## src/rtl/channel_readout.sv

```systemverilog
// channel_readout: readout controller for a bank of per-channel impulse counters.
// Opens an integration window, freezes the counters, snapshots every channel,
// clears the counters, and streams one frame of bytes per window over valid/ready.
//
// Ports:
//   clk         system clock, rising edge
//   rst_n       asynchronous active-low reset
//   run         level; high = acquire frames back to back
//   ch_data     flattened counts, channel k at [k*CNT_W +: CNT_W]
//   ch_ovf      per-channel overflow flags
//   cnt_freeze  counter hold (1 = not counting)
//   cnt_clear   counter clear
//   tx_data     frame byte
//   tx_valid    tx_data valid
//   tx_ready    consumer accepts on tx_valid & tx_ready
//   busy        high whenever not IDLE
//   frame_done  one-cycle pulse after the last byte of a frame is accepted
//
// Frame layout: A5, frame index, then per channel {ovf,3'b000,data[11:8]}, data[7:0].
//
// state     | meaning
// ----------+--------------------------------------------------------------
// IDLE      | counters frozen, waiting for run
// CLEAR     | counters held in clear for CLR_LEN cycles
// INTEGRATE | counters running for WINDOW cycles
// FREEZE    | counters held for SETTLE cycles; snapshot taken on the last one
// SEND      | frame bytes streamed out over valid/ready
// WRAP      | frame finished; run decides between CLEAR and IDLE

module channel_readout #(
    parameter int N_CH    = 16,
    parameter int CNT_W   = 12,
    parameter int WINDOW  = 4096,
    parameter int SETTLE  = 2,
    parameter int CLR_LEN = 2
) (
    input  logic                  clk,
    input  logic                  rst_n,
    input  logic                  run,
    input  logic [N_CH*CNT_W-1:0] ch_data,
    input  logic [N_CH-1:0]       ch_ovf,
    output logic                  cnt_freeze,
    output logic                  cnt_clear,
    output logic [7:0]            tx_data,
    output logic                  tx_valid,
    input  logic                  tx_ready,
    output logic                  busy,
    output logic                  frame_done
);

    localparam int FRAME_LEN = 2 + 2 * N_CH;
    localparam int MAX_A     = (WINDOW > SETTLE) ? WINDOW : SETTLE;
    localparam int MAX_LEN   = (MAX_A > CLR_LEN) ? MAX_A : CLR_LEN;
    localparam int TMR_W     = $clog2(MAX_LEN);
    localparam int BI_W      = $clog2(FRAME_LEN);
    localparam int CH_W      = BI_W - 1;

    typedef enum logic [2:0] {
        IDLE, CLEAR, INTEGRATE, FREEZE, SEND, WRAP
    } state_t;

    state_t                  state, state_next;
    logic [TMR_W-1:0]        timer;
    logic [BI_W-1:0]         byte_idx;
    logic [7:0]              frame_idx;
    logic [N_CH*CNT_W-1:0]   shadow_data;
    logic [N_CH-1:0]         shadow_ovf;

    logic                    timer_done;
    logic                    accept;
    logic                    last_byte;

    assign timer_done = (timer == '0);
    assign accept     = tx_valid & tx_ready;
    assign last_byte  = (byte_idx == BI_W'(FRAME_LEN - 1));

    always_ff @(posedge clk or negedge rst_n) begin
        if (!rst_n) state <= IDLE;
        else        state <= state_next;
    end

    always_comb begin
        state_next = state;
        case (state)
            IDLE:      if (run) state_next = CLEAR;
            CLEAR:     if (timer_done) state_next = INTEGRATE;
            INTEGRATE: if (timer_done) state_next = FREEZE;
            FREEZE:    if (timer_done) state_next = SEND;
            SEND:      if (accept && last_byte) state_next = WRAP;
            WRAP:      state_next = run ? CLEAR : IDLE;
            default:   state_next = IDLE;
        endcase
    end

    // Byte to present next: the first byte when nothing is on the bus yet,
    // otherwise the one after the byte currently being accepted.
    logic [BI_W-1:0]  sel;
    logic [BI_W-1:0]  pos;
    logic [CH_W-1:0]  ch_sel;
    logic [CNT_W-1:0] sel_data;
    logic             sel_ovf;
    logic [CNT_W-1:0] sat;
    logic [7:0]       byte_next;

    always_comb begin
        sel       = tx_valid ? byte_idx + BI_W'(1) : byte_idx;
        pos       = sel - BI_W'(2);
        ch_sel    = pos[BI_W-1:1];
        sel_data  = '0;
        sel_ovf   = 1'b0;
        for (int k = 0; k < N_CH; k++) begin
            if (ch_sel == CH_W'(k)) begin
                sel_data = shadow_data[k*CNT_W +: CNT_W];
                sel_ovf  = shadow_ovf[k];
            end
        end
        sat       = sel_ovf ? '1 : sel_data;
        byte_next = 8'h00;
        if (sel == BI_W'(0))      byte_next = 8'hA5;
        else if (sel == BI_W'(1)) byte_next = frame_idx;
        else if (!pos[0])         byte_next = {sel_ovf, 3'b000, sat[11:8]};
        else                      byte_next = sat[7:0];
    end

    always_ff @(posedge clk or negedge rst_n) begin
        if (!rst_n) begin
            cnt_freeze  <= 1'b1;
            cnt_clear   <= 1'b0;
            busy        <= 1'b0;
            frame_done  <= 1'b0;
            tx_valid    <= 1'b0;
            tx_data     <= 8'h00;
            timer       <= '0;
            byte_idx    <= '0;
            frame_idx   <= 8'h00;
            shadow_data <= '0;
            shadow_ovf  <= '0;
        end else begin
            // Control outputs follow the state being entered so they line up with it.
            cnt_freeze <= (state_next != INTEGRATE);
            cnt_clear  <= (state_next == CLEAR);
            busy       <= (state_next != IDLE);
            frame_done <= 1'b0;

            if (state_next != state) begin
                case (state_next)
                    CLEAR:     timer <= TMR_W'(CLR_LEN - 1);
                    INTEGRATE: timer <= TMR_W'(WINDOW - 1);
                    FREEZE:    timer <= TMR_W'(SETTLE - 1);
                    default:   timer <= '0;
                endcase
            end else if (!timer_done) begin
                timer <= timer - TMR_W'(1);
            end

            if (state == FREEZE && timer_done) begin
                shadow_data <= ch_data;
                shadow_ovf  <= ch_ovf;
                byte_idx    <= '0;
            end

            if (state == SEND) begin
                if (!tx_valid) begin
                    tx_valid <= 1'b1;
                    tx_data  <= byte_next;
                end else if (tx_ready) begin
                    if (last_byte) begin
                        tx_valid   <= 1'b0;
                        frame_done <= 1'b1;
                        frame_idx  <= frame_idx + 8'd1;
                        byte_idx   <= '0;
                    end else begin
                        byte_idx <= byte_idx + BI_W'(1);
                        tx_data  <= byte_next;
                    end
                end
            end
        end
    end

endmodule

```

## config.mk

```make
export PLATFORM = sky130hd
export DESIGN_NAME = channel_readout
export DESIGN_NICKNAME = d
export VERILOG_FILES = /design/src/rtl/channel_readout.sv
export SDC_FILE = /design/constraint.sdc
export NUM_CORES = 1
export LEC_CHECK = 0
export ABC_AREA = 0
export CORE_MARGIN = 3
export CORE_UTILIZATION = 59
export CTS_BUF_LIST = sky130_fd_sc_hd__clkbuf_8 sky130_fd_sc_hd__clkbuf_16
export CTS_CLUSTER_DIAMETER = 150
export DETAILED_ROUTE_END_ITERATION = 12
export DONT_BUFFER_PORTS = 1
export GPL_ROUTABILITY_DRIVEN = 0
export PLACE_DENSITY = 0.75
export SLEW_MARGIN = 10
export SYNTH_ARGS = -nofsm -noshare
export SYNTH_HDL_FRONTEND = slang
export SYNTH_SLANG_ARGS = --single-unit
```

## constraint.sdc

```tcl
create_clock -name clk -period 5.15 [get_ports clk]
set_clock_uncertainty 0.2 [all_clocks]
set_input_delay 1.03 -clock clk [delete_from_list [all_inputs] [get_ports clk]]
set_output_delay 1.03 -clock clk [all_outputs]
set_load 0.03 [all_outputs]
```

# Word-level counts from Yosys, hierarchy flattened
# Cells that the tools add are included.
# word_totals
reg_bits	250
input_bits	212
wordCells	119
# classes
bitwise_logic	1
muxes	62
n_addsub	4
n_reduce_logical	10
eq_ne	30
# ops
operator	count
two-way mux 12 bit	19
two-way mux 8 bit	6
== test 5 x 4 -> 1 bit (second input constant)	8
two-way mux 6 bit	6
two-way mux 1 bit	24
case mux 12 bit (2 select lines)	1
== test 5 x 3 -> 1 bit (second input constant)	4
case mux 3 bit (6 select lines)	1
two-way mux 3 bit	5
== test 3 x 2 -> 1 bit (second input constant)	4
logical NOT 12 bit	1
subtractor 12 x 1 -> 12 bit (second input constant)	1
== test 5 x 2 -> 1 bit (second input constant)	2
adder 8 x 1 -> 8 bit (second input constant)	1
adder 6 x 1 -> 6 bit (second input constant)	1
== test 3 x 1 -> 1 bit (second input constant)	2
== test 3 bit (second input constant)	2
== test 6 x 1 -> 1 bit (second input constant)	1
== test 6 bit (second input constant)	1
logical NOT 6 bit	1
subtractor 6 x 2 -> 6 bit (second input constant)	1
== test 5 x 1 -> 1 bit (second input constant)	1
logical NOT 5 bit	1
inequality test 2 x 1 -> 1 bit (second input constant)	2
10 further kinds	11

# Logic depth before layout (Yosys ltp)
# Gate-level depths: netlist of run 1.
# logic_depth
depth_word	27
mapped_depth	14
ltp_nobuf	11

# Worst setup path after synthesis of run 1
# OpenSTA, ideal clock, no wires.
# synth_path
kind	reg2reg
from	register byte_idx[1]
to	register tx_data[0]
slack_ns	1.724
t_arrival_ns	3.100
path_stages_with_launch	14
n_path_buf	3
required_time_ns	4.824
cell_sequence	dfrtp_1 buf_2 inv_1 ha_1 clkbuf_1 and2_1 a21boi_4 nor3_1 o21a_1 clkbuf_1 o21ai_0 a2111oi_0 a311oi_1 o32a_1
# synth_via
elab_chain_len	27
elab_cells_between_ends	63
cone_classes	2 x add/sub; 18 x eq/ne; 40 x mux; 3 x reduce/logical
# synth_rtl
element	line_no	text
from (decl)	64	logic [BI_W-1:0] byte_idx;
from (signal assigned)	173	byte_idx <= byte_idx + BI_W'(1);
adder 6 x 1 -> 6 bit	106	sel = tx_valid ? byte_idx + BI_W'(1) : byte_idx;
two-way mux 6 bit	106	
subtractor 6 x 2 -> 6 bit	107	pos = sel - BI_W'(2);
logical NOT 5 bit	112	if (ch_sel == CH_W'(k)) begin
two-way mux 12 bit or two-way mux 1 bit (tied branches) (16 in a row)	112	
two-way mux 12 bit	117	sat = sel_ovf ? '1 : sel_data;
two-way mux 8 bit	121	else if (!pos[0]) byte_next = {sel_ovf, 3'b000, sat[11:8]};
two-way mux 8 bit	120	else if (sel == BI_W'(1)) byte_next = frame_idx;
two-way mux 8 bit	119	if (sel == BI_W'(0)) byte_next = 8'hA5;
two-way mux 8 bit	167	if (last_byte) begin
two-way mux 8 bit	166	end else if (tx_ready) begin
two-way mux 8 bit	163	if (!tx_valid) begin
to (signal assigned)	165	tx_data <= byte_next;
to (signal assigned)	174	tx_data <= byte_next;
to (decl)	44	output logic [7:0] tx_data,
# Parallel ways exist; a longest one is shown, timed or not. The select of a mux whose other input is x is not followed.
# A chain may end at the register's enable or synchronous reset.

# Worst setup path after layout of run 1
# Same ends and word-level chain as after synthesis.

==> results.md, run 1 <==
• **status** finished, final reports clean
• **Data arrival, critical path** 4.73 ns
• **initial detailed-routing violation count** 1001
• **CTS tree** yes
• **Synthesized Nets** 1235
• **Hold Violations, Final** 0
• **Total Neg Setup Slack** 0 ns
• **Setup Slack @ Placement** 0.889 ns
• **Port Buffers** 0
• **full die area** 22100 sq um
• **portion of the post-synthesis area used by sequential elements** 0.521
• **post-synthesis register bit count** 250
• **Clock Latency Late Sink** 0.55 ns
• **number of synthesis warnings** 0
• **final setup fails** 0
• **synth unique cells** 70
• **buffers inserted during post-CTS setup optimization** 0
• **CTS root buf** sky130_fd_sc_hd__clkbuf_16
• **path type of the worst setup path** reg -> reg
• **type of the most critical hold path** in -> async
• **nature of the critical path startpoint** flop
• **number of cell instances on the worst register-to-register path** 10
• **Initial Utilization** 0.610
• **category of the worst setup path capture point** flop
• **crit path time final** 4.44 ns
• **top post-synthesis cells by area** sky130_fd_sc_hd__dfrtp_1 (52%), sky130_fd_sc_hd__mux2_2 (20%), sky130_fd_sc_hd__nand2_1 (2.1%), sky130_fd_sc_hd__nor2_1 (2.1%), sky130_fd_sc_hd__a21oi_1 (1.7%)
• **commonest cells after routing, fill and taps aside** sky130_fd_sc_hd__dfrtp_1 (249), sky130_fd_sc_hd__mux2_2 (209), sky130_fd_sc_hd__nand2_1 (68)
• **CTS-repair resized insts** 0
• **residual overflow from global routing** 0
• **number of antenna violations at the first check in global routing** 7
• **wire per inst** 25.7 um
• **die span in y** 149 um
• **CTS max path bufs** 3
• **leading cell type in the layout, fill and taps excluded** sky130_fd_sc_hd__dfrtp_1
• **proportion of layout cells with a drive suffix above 1** 0.286
• **cell taking the most area after synthesis** sky130_fd_sc_hd__dfrtp_1
• **dominant synthesized flop cell** sky130_fd_sc_hd__dfrtp_1
• **end-of-flow core utilization** 0.673
• **number of detailed-routing iterations run before antenna repair** 6
• **Tightest Pin Transition** 1.32 ns
• **max frequency** 225 MHz
• **antenna viol nets, final** 0
• **largest fanout of any net on the critical path** 13
• **Worst Setup Slack, final** 0.713 ns
• **R2R Path End** tx_data[0]$_DFFE_PN0P_
• **max_slew headroom** 0.123
• **number of enable flip-flop cells after synthesis** 0
• **final routed DRC violation total** 0
• **die extent in x** 149 um
• **Max Cap Violations** 0
• **final-layout fill cell count** 1458
• **Final nets** 1227
• **share of synthesized flip-flops with an asynchronous set or reset** 1.00
• **Post-DP HPWL** 24400 um
• **final hold slack** 0.134 ns
• **cell count after synthesis** 1019
• **number of levels the H-tree was split into** 1
• **P per Cell Area** 294 nW/um^2
• **worst flop-to-flop path startpoint** byte_idx[1]$_DFF_PN0_
• **mapped cell area** 12000 sq um
• **sinks on the clock net** 250
• **wire length of the first global-routing pass** 50600 um
• **synthesized area per cell** 11.8 sq um
• **Cell Rows** 51
• **RSZ-0062 raised after global routing** no
• **LEAKAGE** 6.09 nW
• **required time at the endpoint of the critical path** 5.44 ns
• **post-DR vias/cell** 6.79
• **pin count of the biggest net entering global routing** 251
• **total routing usage reported by global routing** 0.295
• **core region area** 19700 sq um
• **IR drop worst, VDD** 0.334 mV
• **slack of the worst reg-to-reg path** 0.71 ns
• **area growth from synthesis to layout** 10.3%
• **Worst-path clk slew** 0.07 ns
• **Final Routed Wirelength** 33400 um
• **number of pins with negative max-slew slack in the final report** 0
• **I/O pin count** 225
• **post-route fraction of the period consumed by the critical path** 0.861
• **TritonCTS Buffers** 26
• **via count** 8829
• **number of global-route vias before repair** 8699
• **area share of the leading cell type in the synthesized netlist** 0.518
==> worst max path at each step <==
stage	start	to	slack (ns)	cells past startpoint
2_1_floorplan	byte_idx[1]$_DFF_PN0_	tx_data[0]$_DFFE_PN0P_	1.72	13
3_3_place_gp	byte_idx[1]$_DFF_PN0_	tx_data[0]$_DFFE_PN0P_	1.03	10
3_5_place_dp	byte_idx[1]$_DFF_PN0_	tx_data[0]$_DFFE_PN0P_	0.89	10
4_1_cts	byte_idx[1]$_DFF_PN0_	tx_data[0]$_DFFE_PN0P_	0.89	10
5_1_grt	byte_idx[1]$_DFF_PN0_	tx_data[0]$_DFFE_PN0P_	0.51	10
6_report	byte_idx[1]$_DFF_PN0_	tx_data[0]$_DFFE_PN0P_	0.71	10
==> cells in the mapped netlist (8+ instances only) <==
master / instances
sky130_fd_sc_hd__a21oi_1: 42
sky130_fd_sc_hd__mux2_2: 209
sky130_fd_sc_hd__dfrtp_1: 249
sky130_fd_sc_hd__o22ai_1: 21
sky130_fd_sc_hd__nor2_1: 66
sky130_fd_sc_hd__clkbuf_1: 20
sky130_fd_sc_hd__nor3_1: 23
sky130_fd_sc_hd__o221ai_1: 9
sky130_fd_sc_hd__a221oi_1: 18
sky130_fd_sc_hd__o31ai_1: 8
sky130_fd_sc_hd__nand3_1: 24
sky130_fd_sc_hd__nand2_1: 68
sky130_fd_sc_hd__buf_2: 32
sky130_fd_sc_hd__a22oi_1: 20
sky130_fd_sc_hd__xor2_1: 10
sky130_fd_sc_hd__a221o_1: 8
sky130_fd_sc_hd__inv_1: 10
sky130_fd_sc_hd__xnor2_1: 15
sky130_fd_sc_hd__o21ai_0: 32
==> power by group <==
part	leakage [nW]	internal (W)	switching, W	total [W]
combinational	2.25	0.00000589	0.0000368	0.0000427
sequential	3.38	0.00196	0	0.00196
clock	0.460	0.00111	0.000788	0.00190
==> worst max-delay path, stage by stage (launching register included) <==
cell	delay, ns
sky130_fd_sc_hd__dfrtp_1	0.60
sky130_fd_sc_hd__ha_1	0.50
sky130_fd_sc_hd__nand4_1	0.22
sky130_fd_sc_hd__xor2_1	0.52
sky130_fd_sc_hd__nand3_1	0.35
sky130_fd_sc_hd__nor3_2	0.46
sky130_fd_sc_hd__a221oi_1	0.17
sky130_fd_sc_hd__a211oi_1	0.57
sky130_fd_sc_hd__o221ai_1	0.28
sky130_fd_sc_hd__a311oi_1	0.32
sky130_fd_sc_hd__o32a_1	0.20
==> cell type report <==
cell class | instances | area, sq um | area share
tap | 265 | 332 | 0.0250
sequential | 250 | 6260 | 0.472
multi-input combinational | 704 | 5480 | 0.413
clock buffer | 35 | 774 | 0.0584
inverter | 10 | 37.5 | 0.00283
timing repair buffer | 19 | 258 | 0.0194
clock inverter | 13 | 114 | 0.00858
antenna | 5 | 12.5 | 0.000943
==> routing by layer <==
layer,share of wire,track usage,vias up
li1,-,-,3806
met5,0.0012,0,-
met1,0.39,0.405,4298
met3,0.11,0.0766,139
met4,0.047,0.110,6
met2,0.45,0.457,580
==> state kept, by name (all words and copies together), names as in the netlist <==
signal and count:
shadow_data 192, shadow_ovf 16, timer 12, frame_idx 8
tx_data 8, byte_idx 6, state 3, busy 1
cnt_clear 1, cnt_freeze 1, frame_done 1, tx_valid 1
==> per-stage QoR <==
step	std cells	instance area (sq um)	total power, W
after global placement	1246	12300	0.00200
final	1301	13300	0.00390
after CTS	1294	13200	0.00388
after floorplan	1019	12000	0.00200
after global routing	1300	13300	0.00401
after detailed placement	1246	12300	0.00200
==> cell families after synthesis <==
group,after synthesis,share of synthesized area
and+or+nand+nor,226,0.0898
muxes,211,0.197
buffers and inverters,65,0.0242
adders and majority gates,4,0.00416
AOI/OAI and AO/OA,233,0.139
xor gates and xnor gates,30,0.0250
DFF,250,0.521
Note: power is estimated with default switching activity, not from simulation.
==> run 2, diff against run 1 <==
--- a/config.mk
+++ b/config.mk
@@ -6,14 +6,14 @@
 export NUM_CORES = 1
 export LEC_CHECK = 0
 export ABC_AREA = 0
+export CAP_MARGIN = 10
 export CORE_MARGIN = 3
-export CORE_UTILIZATION = 59
+export CORE_UTILIZATION = 31
 export CTS_BUF_LIST = sky130_fd_sc_hd__clkbuf_8 sky130_fd_sc_hd__clkbuf_16
 export CTS_CLUSTER_DIAMETER = 150
 export DETAILED_ROUTE_END_ITERATION = 12
 export DONT_BUFFER_PORTS = 1
 export GPL_ROUTABILITY_DRIVEN = 0
-export PLACE_DENSITY = 0.75
 export SLEW_MARGIN = 10
 export SYNTH_ARGS = -nofsm -noshare
 export SYNTH_HDL_FRONTEND = slang
==> run 2 against run 1 <==
Compared with the run above: largest cell class unchanged; largest power group unchanged; via count grew 0.15%; first-iteration DRC count grew 2.1%; non-clock buffer count is the same.
==> results.md, run 2 (synthesis gave the netlist of run 1 again) <==
• **Hold Violations, Final** 0
• **number of cell instances on the worst register-to-register path** 11
• **Post-DP HPWL** 30200 um
• **post-route fraction of the period consumed by the critical path** 0.827
• **number of global-route vias before repair** 8694
• **slack of the worst reg-to-reg path** 0.89 ns
• **largest fanout of any net on the critical path** 13
• **wire per inst** 25.9 um
• **met1 capacity usage during global routing** 0.254
• **final routed DRC violation total** 0
• **layer carrying the most global-route usage** met2
• **peak per-stage delay on the critical path** 0.66 ns
• **core region area** 37900 sq um
• **CTS root buf** sky130_fd_sc_hd__clkbuf_16
• **Data arrival, critical path** 4.50 ns
• **Port Buffers** 0
• **I/O pin count** 225
• **met2 usage** 0.294
• **via count** 8842
• **critical-path cell list** inv_1 > ha_1 > and2_1 > a21boi_4 > xnor2_1 > nand3_1 > o21ai_0 > a2111oi_0 > nor2_1 > a311oi_1 > o32a_1
• **P per Cell Area** 292 nW/um^2
• **wire length of the first global-routing pass** 59100 um
• **Clock Latency Late Sink** 0.56 ns
• **R2R Path End** tx_data[0]$_DFFE_PN0P_
• **status** finished, final reports clean
• **pin count of the biggest net entering global routing** 251
• **type of the most critical hold path** in -> async
• **Tightest Pin Transition** 0.973 ns
• **number of detailed-routing iterations run before antenna repair** 5
• **commonest cells after routing, fill and taps aside** sky130_fd_sc_hd__dfrtp_1 (249), sky130_fd_sc_hd__mux2_2 (209), sky130_fd_sc_hd__nand2_1 (68)
• **Total Power Consumption** 0.00395 W
• **worst flop-to-flop path startpoint** byte_idx[1]$_DFF_PN0_
• **residual overflow from global routing** 0
• **met3 usage** 0.0582
• **worst setup path startpoint** byte_idx[1]$_DFF_PN0_
• **TritonCTS Buffers** 28
• **RSZ-0062 raised after global routing** no
• **CTS tree** yes
• **category of the worst setup path capture point** flop
• **die span in y** 203 um
• **number of antenna violations at the first check in global routing** 24
• **IR drop worst, VDD** 0.244 mV
• **Worst-path clk slew** 0.06 ns
• **most flop-heavy register** shadow_data
• **number of pins with negative max-slew slack in the final report** 0
• **number of levels the H-tree was split into** 1
• **required time at the endpoint of the critical path** 5.40 ns
• **area growth from synthesis to layout** 12.7%
• **flip-flop count of the largest register after layout** 192
• **Final Routed Wirelength** 40300 um
• **crit path time final** 4.26 ns
• **Total Neg Setup Slack** 0 ns
• **end-of-flow core utilization** 0.357
• **cell at the slowest stage of the critical path** sky130_fd_sc_hd__xnor2_1
• **Cell Rows** 71
• **initial detailed-routing violation count** 1022
• **max frequency** 235 MHz
• **sinks on the clock net** 250
• **CTS max path bufs** 3
• **post-DR vias/cell** 5.69
• **leading cell type in the layout, fill and taps excluded** sky130_fd_sc_hd__dfrtp_1
• **Initial Utilization** 0.317
• **final setup fails** 0
• **LEAKAGE** 6.09 nW
• **die extent in x** 203 um
• **antenna viol nets, final** 0
• **nature of the critical path startpoint** flop
• **top flop regs** shadow_data: 192 flops, shadow_ovf: 16 flops, timer: 12 flops
• **proportion of layout cells with a drive suffix above 1** 0.285
• **full die area** 41200 sq um
• **total routing usage reported by global routing** 0.190
• **path type of the worst setup path** reg -> reg
• **Max Cap Violations** 0
• **Final nets** 1229
• **max_slew headroom** 0.346
run 2: changes by cell type in the layout (fill, tap and decap cells not counted):
cell / change
sky130_fd_sc_hd__diode_2: +6
sky130_fd_sc_hd__buf_12: -4
sky130_fd_sc_hd__buf_4: +4
sky130_fd_sc_hd__clkbuf_8: -4
sky130_fd_sc_hd__clkbuf_16: +3
sky130_fd_sc_hd__clkinv_4: +2
sky130_fd_sc_hd__clkinv_8: -2
sky130_fd_sc_hd__inv_1: +2
sky130_fd_sc_hd__inv_6: -2
sky130_fd_sc_hd__clkinv_2: +1
sky130_fd_sc_hd__clkinvlp_4: +1
run 2: per-stage QoR:
stage          area (sq um)  std cells  worst slack (ns)  hold WS, ns
2_1_floorplan         12000       1019              1.72        0.246
3_3_place_gp          12600       1492              1.24        0.276
6_report              13500       1554             0.891        0.142
5_1_grt               13500       1551             0.720        0.112
3_5_place_dp          12600       1492              1.02        0.273
4_1_cts               13500       1541              1.01      -0.0418
run 2: critical path, delay by kind of cell (launching register included):
| family | cells | cell delay (ns) |
|---|---|---|
| simple gates | 3 | 0.92 |
| xor+xnor | 1 | 0.66 |
| flops | 1 | 0.60 |
| buf+inv | 1 | 0.09 |
| compound gates | 5 | 1.21 |
| fa+ha+maj | 1 | 0.46 |
run 2: worst max-delay path by stage:
stage / cells after the start / end / slack (ns)
after global routing: 9 / tx_data[6]$_DFFE_PN0P_ / 0.72
final: 11 / tx_data[0]$_DFFE_PN0P_ / 0.89
after global placement: 10 / tx_data[0]$_DFFE_PN0P_ / 1.24
after CTS: 10 / tx_data[0]$_DFFE_PN0P_ / 1.01
after detailed placement: 10 / tx_data[0]$_DFFE_PN0P_ / 1.02
after floorplan: 13 / tx_data[0]$_DFFE_PN0P_ / 1.72
run 2: what timing repair did:
| item | in CTS | in global routing |
|---|---|---|
| hold endpoints to repair | 249 | 125 |
| gates resized for setup | 0 | 0 |
| buffers inserted | 0 | 0 |
run 2: cell type report:
class | instances | area [sq um]
diodes | 11 | 27.5
clock buffers | 34 | 795
clock inverters | 15 | 101
fillers | 3722 | 24400
inverters | 10 | 37.5
multi-input cells | 704 | 5480
flip-flops and latches | 250 | 6260
well taps | 511 | 639
repair buffers | 19 | 208
run 2: layer usage:
metal  vias up  share of wire
li1       3828              -
met1      4388           0.42
met2       490           0.45
met3       108          0.096
met4        28          0.034
met5         -         0.0045
run 2: where the power goes:
group / internal (W) / switching [W] / leakage [nW]
clock network: 0.00113 / 0.000811 / 0.469
logic: 0.00000588 / 0.0000374 / 2.24
registers: 0.00196 / 0 / 3.38
==> run 3, diff against run 2 <==
==> constraint.sdc (replaced) <==
create_clock -name clk -period 3.6 [get_ports clk]
set_clock_uncertainty 0.2 [all_clocks]
set_input_delay 0.72 -clock clk [delete_from_list [all_inputs] [get_ports clk]]
set_output_delay 0.72 -clock clk [all_outputs]
set_load 0.03 [all_outputs]
==> run 3 against run 2 <==
Compared with the run above: the run now ends with negative hold slack left; highest routed layer unchanged; clock power rose by 40%; largest cell class unchanged; fmax rose by 20%; largest power group unchanged; critical path type unchanged; count of clock-buffer cells in the layout fell by 4.
==> results.md, run 3 (synthesis gave the netlist of run 1 again) <==
• **residual overflow from global routing** 0
• **I/O pin count** 225
• **status** finished with violations
• **leading cell type in the layout, fill and taps excluded** sky130_fd_sc_hd__dfrtp_1
• **Post-DP HPWL** 31100 um
• **post-route fraction of the period consumed by the critical path** 0.989
• **most flop-heavy register** shadow_data
• **max frequency** 281 MHz
• **cell at the slowest stage of the critical path** sky130_fd_sc_hd__a2111oi_1
• **Total Neg Setup Slack** 0 ns
• **post-DR vias/cell** 5.63
• **CTS tree** yes
• **CTS max path bufs** 3
• **Data arrival, critical path** 3.79 ns
• **delay-heaviest family, CP** compound AO/OA/AOI/OAI gates
• **Max Cap Violations** 0
• **required time at the endpoint of the critical path** 3.83 ns
• **TritonCTS Buffers** 27
• **initial detailed-routing violation count** 1024
• **via count** 9030
• **failing checks** negative hold slack
• **Clock Latency Late Sink** 0.55 ns
• **Tightest Pin Transition** 0.896 ns
• **flip-flop count of the largest register after layout** 192
• **commonest cells after routing, fill and taps aside** sky130_fd_sc_hd__dfrtp_1 (249), sky130_fd_sc_hd__mux2_2 (209), sky130_fd_sc_hd__nand2_1 (68), sky130_fd_sc_hd__buf_4 (68), sky130_fd_sc_hd__nor2_1 (64)
• **die extent in x** 203 um
• **P per Cell Area** 394 nW/um^2
• **CTS root buf** sky130_fd_sc_hd__clkbuf_16
• **total routing usage reported by global routing** 0.192
• **area used by sequential logic in the layout** 6260 sq um
• **number of global-route vias before repair** 8985
• **end-of-flow core utilization** 0.370
• **Setup Slack @ Placement** -0.0744 ns
• **final hold slack** -0.324 ns
• **Total Power Consumption** 0.00553 W
• **category of the worst setup path capture point** flop
• **full die area** 41200 sq um
• **number of detailed-routing iterations run before antenna repair** 6
• **critical-path cell list** ha_2 > xnor2_2 > o22ai_1 > a2111oi_1 > buf_4 > nor3_1 > a221o_1 > a2111oi_0 > a311oi_1 > o32a_1
• **proportion of layout cells with a drive suffix above 1** 0.327
• **number of antenna violations at the first check in global routing** 17
• **Final nets** 1285
• **top flop regs** shadow_data: 192 flops, shadow_ovf: 16 flops, timer: 12 flops
• **max_slew headroom** 0.398
• **combined area of the multi-input logic cells** 5560 sq um
• **largest fanout of any net on the critical path** 7
• **final routed DRC violation total** 0
• **Hold Violations, Final** 249
• **Buf/Inv on CP** 1
• **IR drop worst, VDD** 0.356 mV
• **number of pins with negative max-slew slack in the final report** 0
• **pin count of the biggest net entering global routing** 251
• **nature of the critical path startpoint** flop
• **die span in y** 203 um
• **antenna viol nets, final** 0
• **path type of the worst setup path** reg -> reg
• **type of the most critical hold path** in -> async
• **final setup fails** 0
• **Port Buffers** 0
• **Final Routed Wirelength** 40500 um
• **area growth from synthesis to layout** 16.8%
• **core region area** 37900 sq um
• **LEAKAGE** 6.36 nW
• **peak per-stage delay on the critical path** 0.51 ns
• **sinks on the clock net** 250
• **Worst-path clk slew** 0.06 ns
• **final-layout fill cell count** 3720
• **number of levels the H-tree was split into** 1
• **crit path time final** 3.56 ns
• **Cell Rows** 71
• **wire length of the first global-routing pass** 60000 um
• **Worst Setup Slack, final** 0.0401 ns
• **Initial Utilization** 0.317
• **wire per inst** 25.3 um
• **RSZ-0062 raised after global routing** yes
-- run 3: worst register-to-register path: cells and delay by family (launching register included) --
kind,cells,cell delay [ns]
adder cells (fa/ha/maj),1,0.29
buffers and inverters,1,0.20
AO/OA/AOI/OAI,6,1.95
AND/OR/NAND/NOR,1,0.04
flip-flops,1,0.41
XOR/XNOR,1,0.35
-- run 3: repair_timing --
| item | 4_1_cts | 5_1_grt |
|---|---|---|
| pin swaps | 0 | 2 |
| setup endpoints to repair | 4 | 8 |
| gates resized for setup | 2 | 11 |
| hold endpoints to repair | 250 | 250 |
| setup buffers | 0 | 2 |
-- run 3: where the power goes --
group | internal [W] | switching, W
clock network | 0.00156 | 0.00115
registers | 0.00281 | 0
logic | 0.00000215 | 0.000000410
total | 0.00438 | 0.00115
-- run 3: cell type report --
class	count	share of cell area
antenna	8	0.00143
clock buffer	30	0.0511
clock inverter	16	0.00972
inverter	10	0.00267
multi-input combinational	704	0.396
sequential	250	0.446
tap	511	0.0455
timing repair buffer	76	0.0478
-- run 3: worst paths after layout --
kind,startpoint,to,slack (ns),depth (start not counted)
setup / recovery,byte_idx[0]$_DFF_PN0_,tx_data[0]$_DFFE_PN0P_,0.04,10
setup reg to reg,byte_idx[0]$_DFF_PN0_,tx_data[0]$_DFFE_PN0P_,0.04,10
min in group clk,ch_data[107],shadow_data[107]$_DFFE_PN0P_,0.09,2
hold / removal,rst_n,shadow_data[13]$_DFFE_PN0P_,-0.32,0
hold reg to reg,frame_idx[7]$_DFFE_PN0P_,frame_idx[7]$_DFFE_PN0P_,0.28,1
max in group asynchronous,rst_n,shadow_data[113]$_DFFE_PN0P_,2.96,0
-- run 3: per-stage QoR --
step	area (sq um)	std cells
2_1_floorplan	12000	1019
3_3_place_gp	13100	1549
3_5_place_dp	13100	1549
4_1_cts	13900	1595
5_1_grt	14000	1602
6_report	14000	1605
-- run 3: metal layers --
| layer | routed length (um) | GRT usage | part of all wire | up-vias |
|---|---|---|---|---|
| met5 | 119 | 0 | 0.0029 | - |
| met4 | 1260 | 0.0574 | 0.031 | 18 |
| met3 | 4030 | 0.0585 | 0.099 | 99 |
| met2 | 18700 | 0.305 | 0.46 | 440 |
| met1 | 16400 | 0.254 | 0.40 | 4533 |
| li1 | - | - | - | 3940 |
